File: src/rtl/psp_icache_pkg.sv
// psp_icache_pkg: shared state encoding, default geometry and address-field types for psp_icache.
package psp_icache_pkg;
  typedef enum logic [1:0] {IDLE, LOOKUP, REFILL, RESPOND} state_t;
  localparam int DEF_ADDR_W = 32;
  localparam int DEF_DATA_W = 32;
  localparam int DEF_NUM_LINES = 16;
  localparam int DEF_LINE_WORDS = 4;
  localparam int OFFSET_W = $clog2(DEF_LINE_WORDS);
  localparam int INDEX_W = $clog2(DEF_NUM_LINES);
  localparam int TAG_W = DEF_ADDR_W - 2 - OFFSET_W - INDEX_W;
  typedef logic [TAG_W-1:0] tag_t;
  typedef logic [INDEX_W-1:0] index_t;
  typedef logic [OFFSET_W-1:0] offset_t;
endpackage

File: src/rtl/psp_icache_data_array.sv
// psp_icache_data_array: line storage, one synchronous write port and one combinational read port.
module psp_icache_data_array
  import psp_icache_pkg::*;
#(
  parameter int DATA_W = DEF_DATA_W,
  parameter int DEPTH = DEF_NUM_LINES * DEF_LINE_WORDS,
  localparam int AW = $clog2(DEPTH)
) (
  input  logic              clk,
  input  logic              we,
  input  logic [AW-1:0]     waddr,
  input  logic [DATA_W-1:0] wdata,
  input  logic [AW-1:0]     raddr,
  output logic [DATA_W-1:0] rdata
);
  logic [DATA_W-1:0] mem [DEPTH];
  always_ff @(posedge clk)
    if (we) mem[waddr] <= wdata;
  assign rdata = mem[raddr];
endmodule

File: src/rtl/psp_icache.sv
// psp_icache: direct-mapped read-only instruction cache in front of main-memory port A.
// Optional hit/miss counters are built when PSP_ICACHE_STATS_EN is defined.
module psp_icache
  import psp_icache_pkg::*;
#(
  parameter int ADDR_W = DEF_ADDR_W,
  parameter int DATA_W = DEF_DATA_W,
  parameter int NUM_LINES = DEF_NUM_LINES,
  parameter int LINE_WORDS = DEF_LINE_WORDS
) (
  input  logic              clk,
  input  logic              reset,
  input  logic              req_valid,
  input  logic [ADDR_W-1:0] req_addr,
  output logic              req_ready,
  output logic              resp_valid,
  output logic [DATA_W-1:0] resp_data,
  output logic [ADDR_W-1:0] mem_addr,
  output logic              mem_data_en,
  output logic              mem_write_en,
  output logic [DATA_W-1:0] mem_data_i,
  input  logic [DATA_W-1:0] mem_data_o
`ifdef PSP_ICACHE_STATS_EN
  , output logic [31:0]     hit_count
  , output logic [31:0]     miss_count
`endif
);
  localparam int OW = $clog2(LINE_WORDS);
  localparam int IW = $clog2(NUM_LINES);
  localparam int TW = ADDR_W - 2 - OW - IW;
  state_t state, state_n;
  logic [ADDR_W-1:2] addr_q;
  logic [TW-1:0] tags [NUM_LINES];
  logic [NUM_LINES-1:0] valid;
  logic [OW-1:0] issue_cnt, ret_cnt;
  logic issue_done, ret_en, last_ret, hit, accept;
  logic [DATA_W-1:0] resp_q, rd_data;
  logic [TW-1:0] req_tag;
  logic [IW-1:0] req_idx;
  logic [OW-1:0] req_off;
  logic unused_addr_lsbs;
  assign unused_addr_lsbs = ^req_addr[1:0];
  assign req_tag = addr_q[ADDR_W-1 -: TW];
  assign req_idx = addr_q[2+OW +: IW];
  assign req_off = addr_q[2 +: OW];
  assign hit = valid[req_idx] && tags[req_idx] == req_tag;
  assign accept = req_valid && req_ready;
  assign last_ret = ret_en && ret_cnt == '1;
  assign mem_write_en = 1'b0;
  assign mem_data_i = '0;
  assign mem_addr = mem_data_en ? {req_tag, req_idx, issue_cnt, 2'b00} : '0;
  assign resp_data = resp_valid ? rd_data : resp_q;
  always_comb begin
    state_n = state;
    req_ready = 1'b0;
    resp_valid = 1'b0;
    mem_data_en = 1'b0;
    case (state)
      IDLE: begin
        req_ready = 1'b1;
        state_n = req_valid ? LOOKUP : IDLE;
      end
      LOOKUP: begin
        req_ready = hit;
        resp_valid = hit;
        state_n = !hit ? REFILL : req_valid ? LOOKUP : IDLE;
      end
      REFILL: begin
        mem_data_en = !issue_done;
        state_n = last_ret ? RESPOND : REFILL;
      end
      RESPOND: begin
        resp_valid = 1'b1;
        state_n = IDLE;
      end
      default: state_n = IDLE;
    endcase
  end
  always_ff @(posedge clk or posedge reset)
    if (reset) begin
      state <= IDLE;
      addr_q <= '0;
      valid <= '0;
      issue_cnt <= '0;
      ret_cnt <= '0;
      issue_done <= 1'b0;
      ret_en <= 1'b0;
      resp_q <= '0;
    end else begin
      state <= state_n;
      if (accept) addr_q <= req_addr[ADDR_W-1:2];
      ret_en <= mem_data_en;
      if (mem_data_en) issue_cnt <= issue_cnt + 1'b1;
      if (ret_en) ret_cnt <= ret_cnt + 1'b1;
      issue_done <= state_n == REFILL && (issue_done || (mem_data_en && issue_cnt == '1));
      // The victim line is invalid while it is being overwritten.
      if (state == LOOKUP && !hit) valid[req_idx] <= 1'b0;
      if (last_ret) valid[req_idx] <= 1'b1;
      if (resp_valid) resp_q <= rd_data;
    end
  always_ff @(posedge clk)
    if (last_ret) tags[req_idx] <= req_tag;
`ifdef PSP_ICACHE_STATS_EN
  always_ff @(posedge clk or posedge reset)
    if (reset) begin
      hit_count <= '0;
      miss_count <= '0;
    end else if (state == LOOKUP) begin
      hit_count <= hit_count + {31'd0, hit};
      miss_count <= miss_count + {31'd0, !hit};
    end
`endif
  psp_icache_data_array #(
    .DATA_W(DATA_W),
    .DEPTH(NUM_LINES * LINE_WORDS)
  ) u_data (
    .clk(clk),
    .we(ret_en),
    .waddr({req_idx, ret_cnt}),
    .wdata(mem_data_o),
    .raddr({req_idx, req_off}),
    .rdata(rd_data)
  );
endmodule

File: config.mk
export PLATFORM = sky130hd
export DESIGN_NAME = psp_icache
export DESIGN_NICKNAME = d
export VERILOG_FILES = /design/src/rtl/psp_icache_pkg.sv /design/src/rtl/psp_icache_data_array.sv /design/src/rtl/psp_icache.sv
export SDC_FILE = /design/constraint.sdc
export NUM_CORES = 2
export LEC_CHECK = 0
export ABC_AREA = 1
export ABC_CLOCK_PERIOD_IN_PS = 4100
export CAP_MARGIN = 40
export CORE_ASPECT_RATIO = 1.5
export CORE_UTILIZATION = 45
export DETAILED_ROUTE_END_ITERATION = 6
export GPL_ROUTABILITY_DRIVEN = 1
export HOLD_SLACK_MARGIN = 0.06
export PLACE_DENSITY = 0.66
export SLEW_MARGIN = 25
export SYNTH_ARGS = -nofsm -noshare
export SYNTH_HDL_FRONTEND = slang
export SYNTH_SLANG_ARGS = --single-unit
File: constraint.sdc
create_clock -name clk -period 4.1 [get_ports clk]
set_input_delay 0.82 -clock clk [delete_from_list [all_inputs] [get_ports clk]]
set_output_delay 0.82 -clock clk [all_outputs]
set_load 0.01 [all_outputs]
==> impl_metrics.xml <==
<?xml version="1.0" encoding="UTF-8"?>
<metrics>
  <group name="status">
    <metric name="run_status" unit="">finished, violations left</metric>
    <metric name="violations" unit="">setup timing</metric>
  </group>
  <group name="clock_tree">
    <metric name="insertion_delay" unit="ns">0.92</metric>
    <metric name="cts_buffers" unit="">229</metric>
    <metric name="cts_tree" unit="">yes</metric>
    <metric name="htreeDepth" unit="">4</metric>
    <metric name="clk_transition_reported_paths" unit="ns">0.07</metric>
    <metric name="cts_buffer_depth" unit="">4</metric>
    <metric name="clkSinkCount" unit="">2518</metric>
    <metric name="root_buffer" unit="">sky130_fd_sc_hd__clkbuf_16</metric>
  </group>
  <group name="place">
    <metric name="gp_routability_congestion" unit="">0.8716</metric>
    <metric name="place_inst" unit="">10760</metric>
    <metric name="detailed_place_hpwl" unit="µm">178700</metric>
    <metric name="place.port_buffers" unit="">129</metric>
    <metric name="dpl_worst_slack" unit="ns">-0.3961</metric>
  </group>
  <group name="timing">
    <metric name="timing_worst_slew_pin_value" unit="ns">0.8614</metric>
    <metric name="clock.fmax" unit="MHz">200.2</metric>
    <metric name="final-setup-viol-count" unit="">34</metric>
    <metric name="setup_ws" unit="ns">-0.8954</metric>
    <metric name="finalClockSkew" unit="ns">0.06759</metric>
    <metric name="report.final.hold_viol_count" unit="">0</metric>
    <metric name="max_transition_viols_final" unit="">0</metric>
    <metric name="fin_crit" unit="ns">4.995</metric>
    <metric name="min_period_over_period" unit="%">121.8</metric>
    <metric name="grt_setup_unrepaired" unit="">true</metric>
    <metric name="maxSlewHeadroom" unit="%">42.43</metric>
  </group>
  <group name="drt">
    <metric name="route.final.wire_length" unit="µm">305800</metric>
    <metric name="post-route-drc-count" unit="">0</metric>
    <metric name="drt-initial-drc-count" unit="">7547</metric>
    <metric name="vias" unit="">67570</metric>
    <metric name="drt-wirelength-per-cell" unit="µm">27.22</metric>
    <metric name="ant_nets" unit="">0</metric>
    <metric name="drt-vias-per-instance" unit="">6.014</metric>
    <metric name="first_pass_iters" unit="">7</metric>
  </group>
  <group name="global_routing">
    <metric name="gr-total-overflow" unit="">0</metric>
    <metric name="maximum_number_of_pins_on_one_net_before_global_route_repair" unit="">78</metric>
    <metric name="antenna_found_initial" unit="">13</metric>
    <metric name="grt_first_pass_wirelength" unit="µm">436500</metric>
    <metric name="globalRouteTotalUtil" unit="%">27.04</metric>
    <metric name="vias_in_the_first_global_route" unit="">64840</metric>
  </group>
  <group name="synthesis">
    <metric name="synth.area.top_cells" unit="">sky130_fd_sc_hd__edfxtp_1, sky130_fd_sc_hd__o21ai_0, sky130_fd_sc_hd__nand2_1, sky130_fd_sc_hd__nor2_1, sky130_fd_sc_hd__o22ai_1</metric>
    <metric name="synth-warning-count" unit="">0</metric>
    <metric name="synthCells" unit="">7735</metric>
    <metric name="synth.cell_area" unit="mm²">0.09868</metric>
    <metric name="yosys.area.top_type_share" unit="%">74.01</metric>
    <metric name="synthXorXnorAreaFrac" unit="%">0.01775</metric>
    <metric name="flip_flop_cell_with_the_highest_count_after_synthesis" unit="">sky130_fd_sc_hd__edfxtp_1</metric>
    <metric name="synth_largest_area_cell" unit="">sky130_fd_sc_hd__edfxtp_1</metric>
    <metric name="seq_area_frac_synth" unit="%">76.19</metric>
    <metric name="postSynthAreaPerCell" unit="µm²">12.76</metric>
    <metric name="synthMostInstantiatedCell" unit="">sky130_fd_sc_hd__edfxtp_1</metric>
    <metric name="synth-compound-area-share" unit="%">10.25</metric>
    <metric name="ys_async_sr_fraction" unit="%">3.415</metric>
    <metric name="synthDistinctLibCells" unit="">35</metric>
    <metric name="multiplexer_share_of_the_synthesized_area" unit="%">0</metric>
    <metric name="synth-edff-count" unit="">2432</metric>
    <metric name="flip_flop_and_latch_count_after_synthesis" unit="">2518</metric>
    <metric name="synth_top_cells_by_count" unit="">sky130_fd_sc_hd__edfxtp_1, sky130_fd_sc_hd__nand2_1, sky130_fd_sc_hd__nor2_1</metric>
    <metric name="synthSimpleGateAreaFrac" unit="%">10.99</metric>
    <metric name="synth_adder_area_share" unit="%">0.02536</metric>
    <metric name="synth_top_family_by_area" unit="">simple AND/OR/NAND/NOR gates</metric>
  </group>
  <group name="floorplanning">
    <metric name="coreArea" unit="mm²">0.2181</metric>
    <metric name="initial_core_util" unit="%">45.25</metric>
    <metric name="floorplan.io_pins" unit="">167</metric>
    <metric name="die_x" unit="µm">384.3</metric>
    <metric name="die_area" unit="mm²">0.2212</metric>
    <metric name="placement_row_count" unit="">210</metric>
    <metric name="floorplan.die.height" unit="µm">575.5</metric>
  </group>
  <group name="pwr">
    <metric name="p_per_area" unit="mW/mm²">700.4</metric>
    <metric name="power_frac_comb" unit="%">36.7</metric>
    <metric name="part_of_the_total_power_dissipated_in_the_clock_network" unit="%">26.1</metric>
    <metric name="seq_power_share" unit="%">37.2</metric>
    <metric name="net_switching_power_figure" unit="mW">29.79</metric>
    <metric name="worst_ir_drop_vdd" unit="µV">521.2</metric>
    <metric name="swShare" unit="%">36.55</metric>
    <metric name="power.internal" unit="mW">51.70</metric>
    <metric name="power.static_leakage" unit="nW">39.94</metric>
  </group>
  <group name="setup_path">
    <metric name="critPathCaptureType" unit="">output port</metric>
    <metric name="cp.required" unit="ns">3.28</metric>
    <metric name="timing.rr.end" unit="">addr_q[7]</metric>
    <metric name="critPathMaxFanout" unit="">8</metric>
    <metric name="timing_worst_setup_path_type" unit="">reg -&gt; out</metric>
    <metric name="setup.reg_to_reg.worst_slack" unit="ns">0.66</metric>
    <metric name="critical_path.reg2reg.startpoint" unit="">addr_q[4]</metric>
    <metric name="r2r.worst_path.cells" unit="">24</metric>
    <metric name="setup.worst_path.start_class" unit="">flop</metric>
    <metric name="worstPathArrival" unit="ns">4.18</metric>
  </group>
  <group name="cells_and_area">
    <metric name="finalNetCount" unit="">8253</metric>
    <metric name="final_standard_cell_utilization_of_the_core" unit="%">53.35</metric>
    <metric name="stdcell_count" unit="">11230</metric>
    <metric name="area.growth.synth_to_final" unit="%">17.90</metric>
    <metric name="layout-drive-gt1-share" unit="%">14.09</metric>
  </group>
  <group name="flow_run">
    <metric name="cap_violations" unit="">0</metric>
  </group>
  <group name="hold_path">
    <metric name="min-delay-path-class" unit="">in -&gt; async</metric>
  </group>
</metrics>
==> cell families after synthesis <==
family,count (synthesis)
XOR/XNOR,2
AO/OA/AOI/OAI,1795
other,1
flip-flops,2518
AND/OR/NAND/NOR,2805
buffers and inverters,612
adder cells (fa/ha/maj),2
==> critical path, cell delays in order (launching register included) <==
cell,delay (ns)
sky130_fd_sc_hd__dfrtp_4,0.51
sky130_fd_sc_hd__buf_12,0.16
sky130_fd_sc_hd__buf_12,0.15
sky130_fd_sc_hd__buf_16,0.15
sky130_fd_sc_hd__buf_8,0.14
sky130_fd_sc_hd__nand2_1,0.07
sky130_fd_sc_hd__nand2_1,0.07
sky130_fd_sc_hd__nand2_1,0.06
sky130_fd_sc_hd__nand2_1,0.06
sky130_fd_sc_hd__nand2_1,0.07
sky130_fd_sc_hd__nand2_2,0.07
sky130_fd_sc_hd__nor2_4,0.08
sky130_fd_sc_hd__nor2_2,0.06
sky130_fd_sc_hd__nor2_1,0.12
sky130_fd_sc_hd__nand2_1,0.09
sky130_fd_sc_hd__nor2_2,0.17
sky130_fd_sc_hd__nand2_4,0.07
sky130_fd_sc_hd__nor2_4,0.13
sky130_fd_sc_hd__nand2_4,0.08
sky130_fd_sc_hd__a21boi_4,0.21
sky130_fd_sc_hd__buf_12,0.16
sky130_fd_sc_hd__buf_16,0.15
sky130_fd_sc_hd__buf_12,0.14
sky130_fd_sc_hd__nand2_2,0.05
sky130_fd_sc_hd__nand2_2,0.10
sky130_fd_sc_hd__buf_6,0.10
==> per-layer routing <==
metal	vias up	GRT usage (%)	wire (µm)
li1	29000	-	-
met1	33770	33.37	108000
met2	3871	45.15	148500
met3	911	4.557	29980
met4	14	14.90	19370
met5	-	0	83
==> what timing repair did <==
item	CTS	global route
hold buffers	0	0
setup buffers	19	25
resized for setup	237	113
endpoints found under the setup margin	34	52
gates cloned	10	0
pin swaps	9	55
==> area by class of cell <==
class / count / area, µm²
antenna: 3 / 7.507
clock buffer: 280 / 5993
clock inverter: 136 / 1325
fill: 17560 / 101700
inverter: 80 / 359.1
multi-input combinational: 4639 / 22100
sequential: 2518 / 75200
tap: 2862 / 3581
timing repair buffer: 716 / 7784
==> worst max-delay path by stage <==
| stage | from | end |
|---|---|---|
| after global placement | addr_q[4] | resp_data[9] |
| after global routing | addr_q[4] | resp_data[30] |
| after CTS | addr_q[4] | resp_data[0] |
| after floorplan | addr_q[6] | u_data.mem[38][0] |
| final | addr_q[4] | resp_data[30] |
| after detailed placement | addr_q[4] | resp_data[9] |
==> per-stage QoR <==
stage	total power [mW]	cell area [µm²]	hold slack, ns	setup TNS [ns]
5_1_grt	84.63	116300	0.2137	-29.59
2_1_floorplan	45.29	98800	0.4511	0
6_report	81.49	116300	0.2147	-27.22
3_3_place_gp	58.15	107000	0.4592	-9.395
4_1_cts	80.70	115600	0.2908	-22.26
3_5_place_dp	58.73	107600	0.4601	-9.488
==> layout by cell type, fill, tap and decap left out, types with 63 or more instances in the layout <==
master	synthesis	routed
sky130_fd_sc_hd__inv_1	69	66
sky130_fd_sc_hd__nand2_1	1414	1342
sky130_fd_sc_hd__clkdlybuf4s50_1	0	63
sky130_fd_sc_hd__buf_12	0	138
sky130_fd_sc_hd__o22ai_1	509	509
sky130_fd_sc_hd__edfxtp_1	2432	2432
sky130_fd_sc_hd__clkbuf_16	0	230
sky130_fd_sc_hd__nor2_4	0	77
sky130_fd_sc_hd__o21ai_0	1078	1071
sky130_fd_sc_hd__a22o_1	66	66
sky130_fd_sc_hd__nand4_1	91	91
sky130_fd_sc_hd__buf_4	41	416
sky130_fd_sc_hd__nor2_1	1231	1148
sky130_fd_sc_hd__dfrtp_1	86	81
==> power by group through the flow <==
stage / logic [mW] / clock network (mW) / registers [mW]
final: 29.9 / 21.3 / 30.3
after CTS: 29.0 / 21.5 / 30.3
after floorplan: 14.5 / 0 / 30.8
after detailed placement: 27.9 / 0 / 30.8
after global placement: 27.4 / 0 / 30.8
after global routing: 31.9 / 22.4 / 30.3
==> state kept, by name, indices dropped and copies added (netlist names) <==
signal and cells:
issue_done 1, issue_cnt 2, ret_en 1, valid 16
state 2, resp_q 32, u_data.mem 2048, addr_q 30
tags 384, ret_cnt 2
No activity file was read; power rests on OpenSTA's default activity.
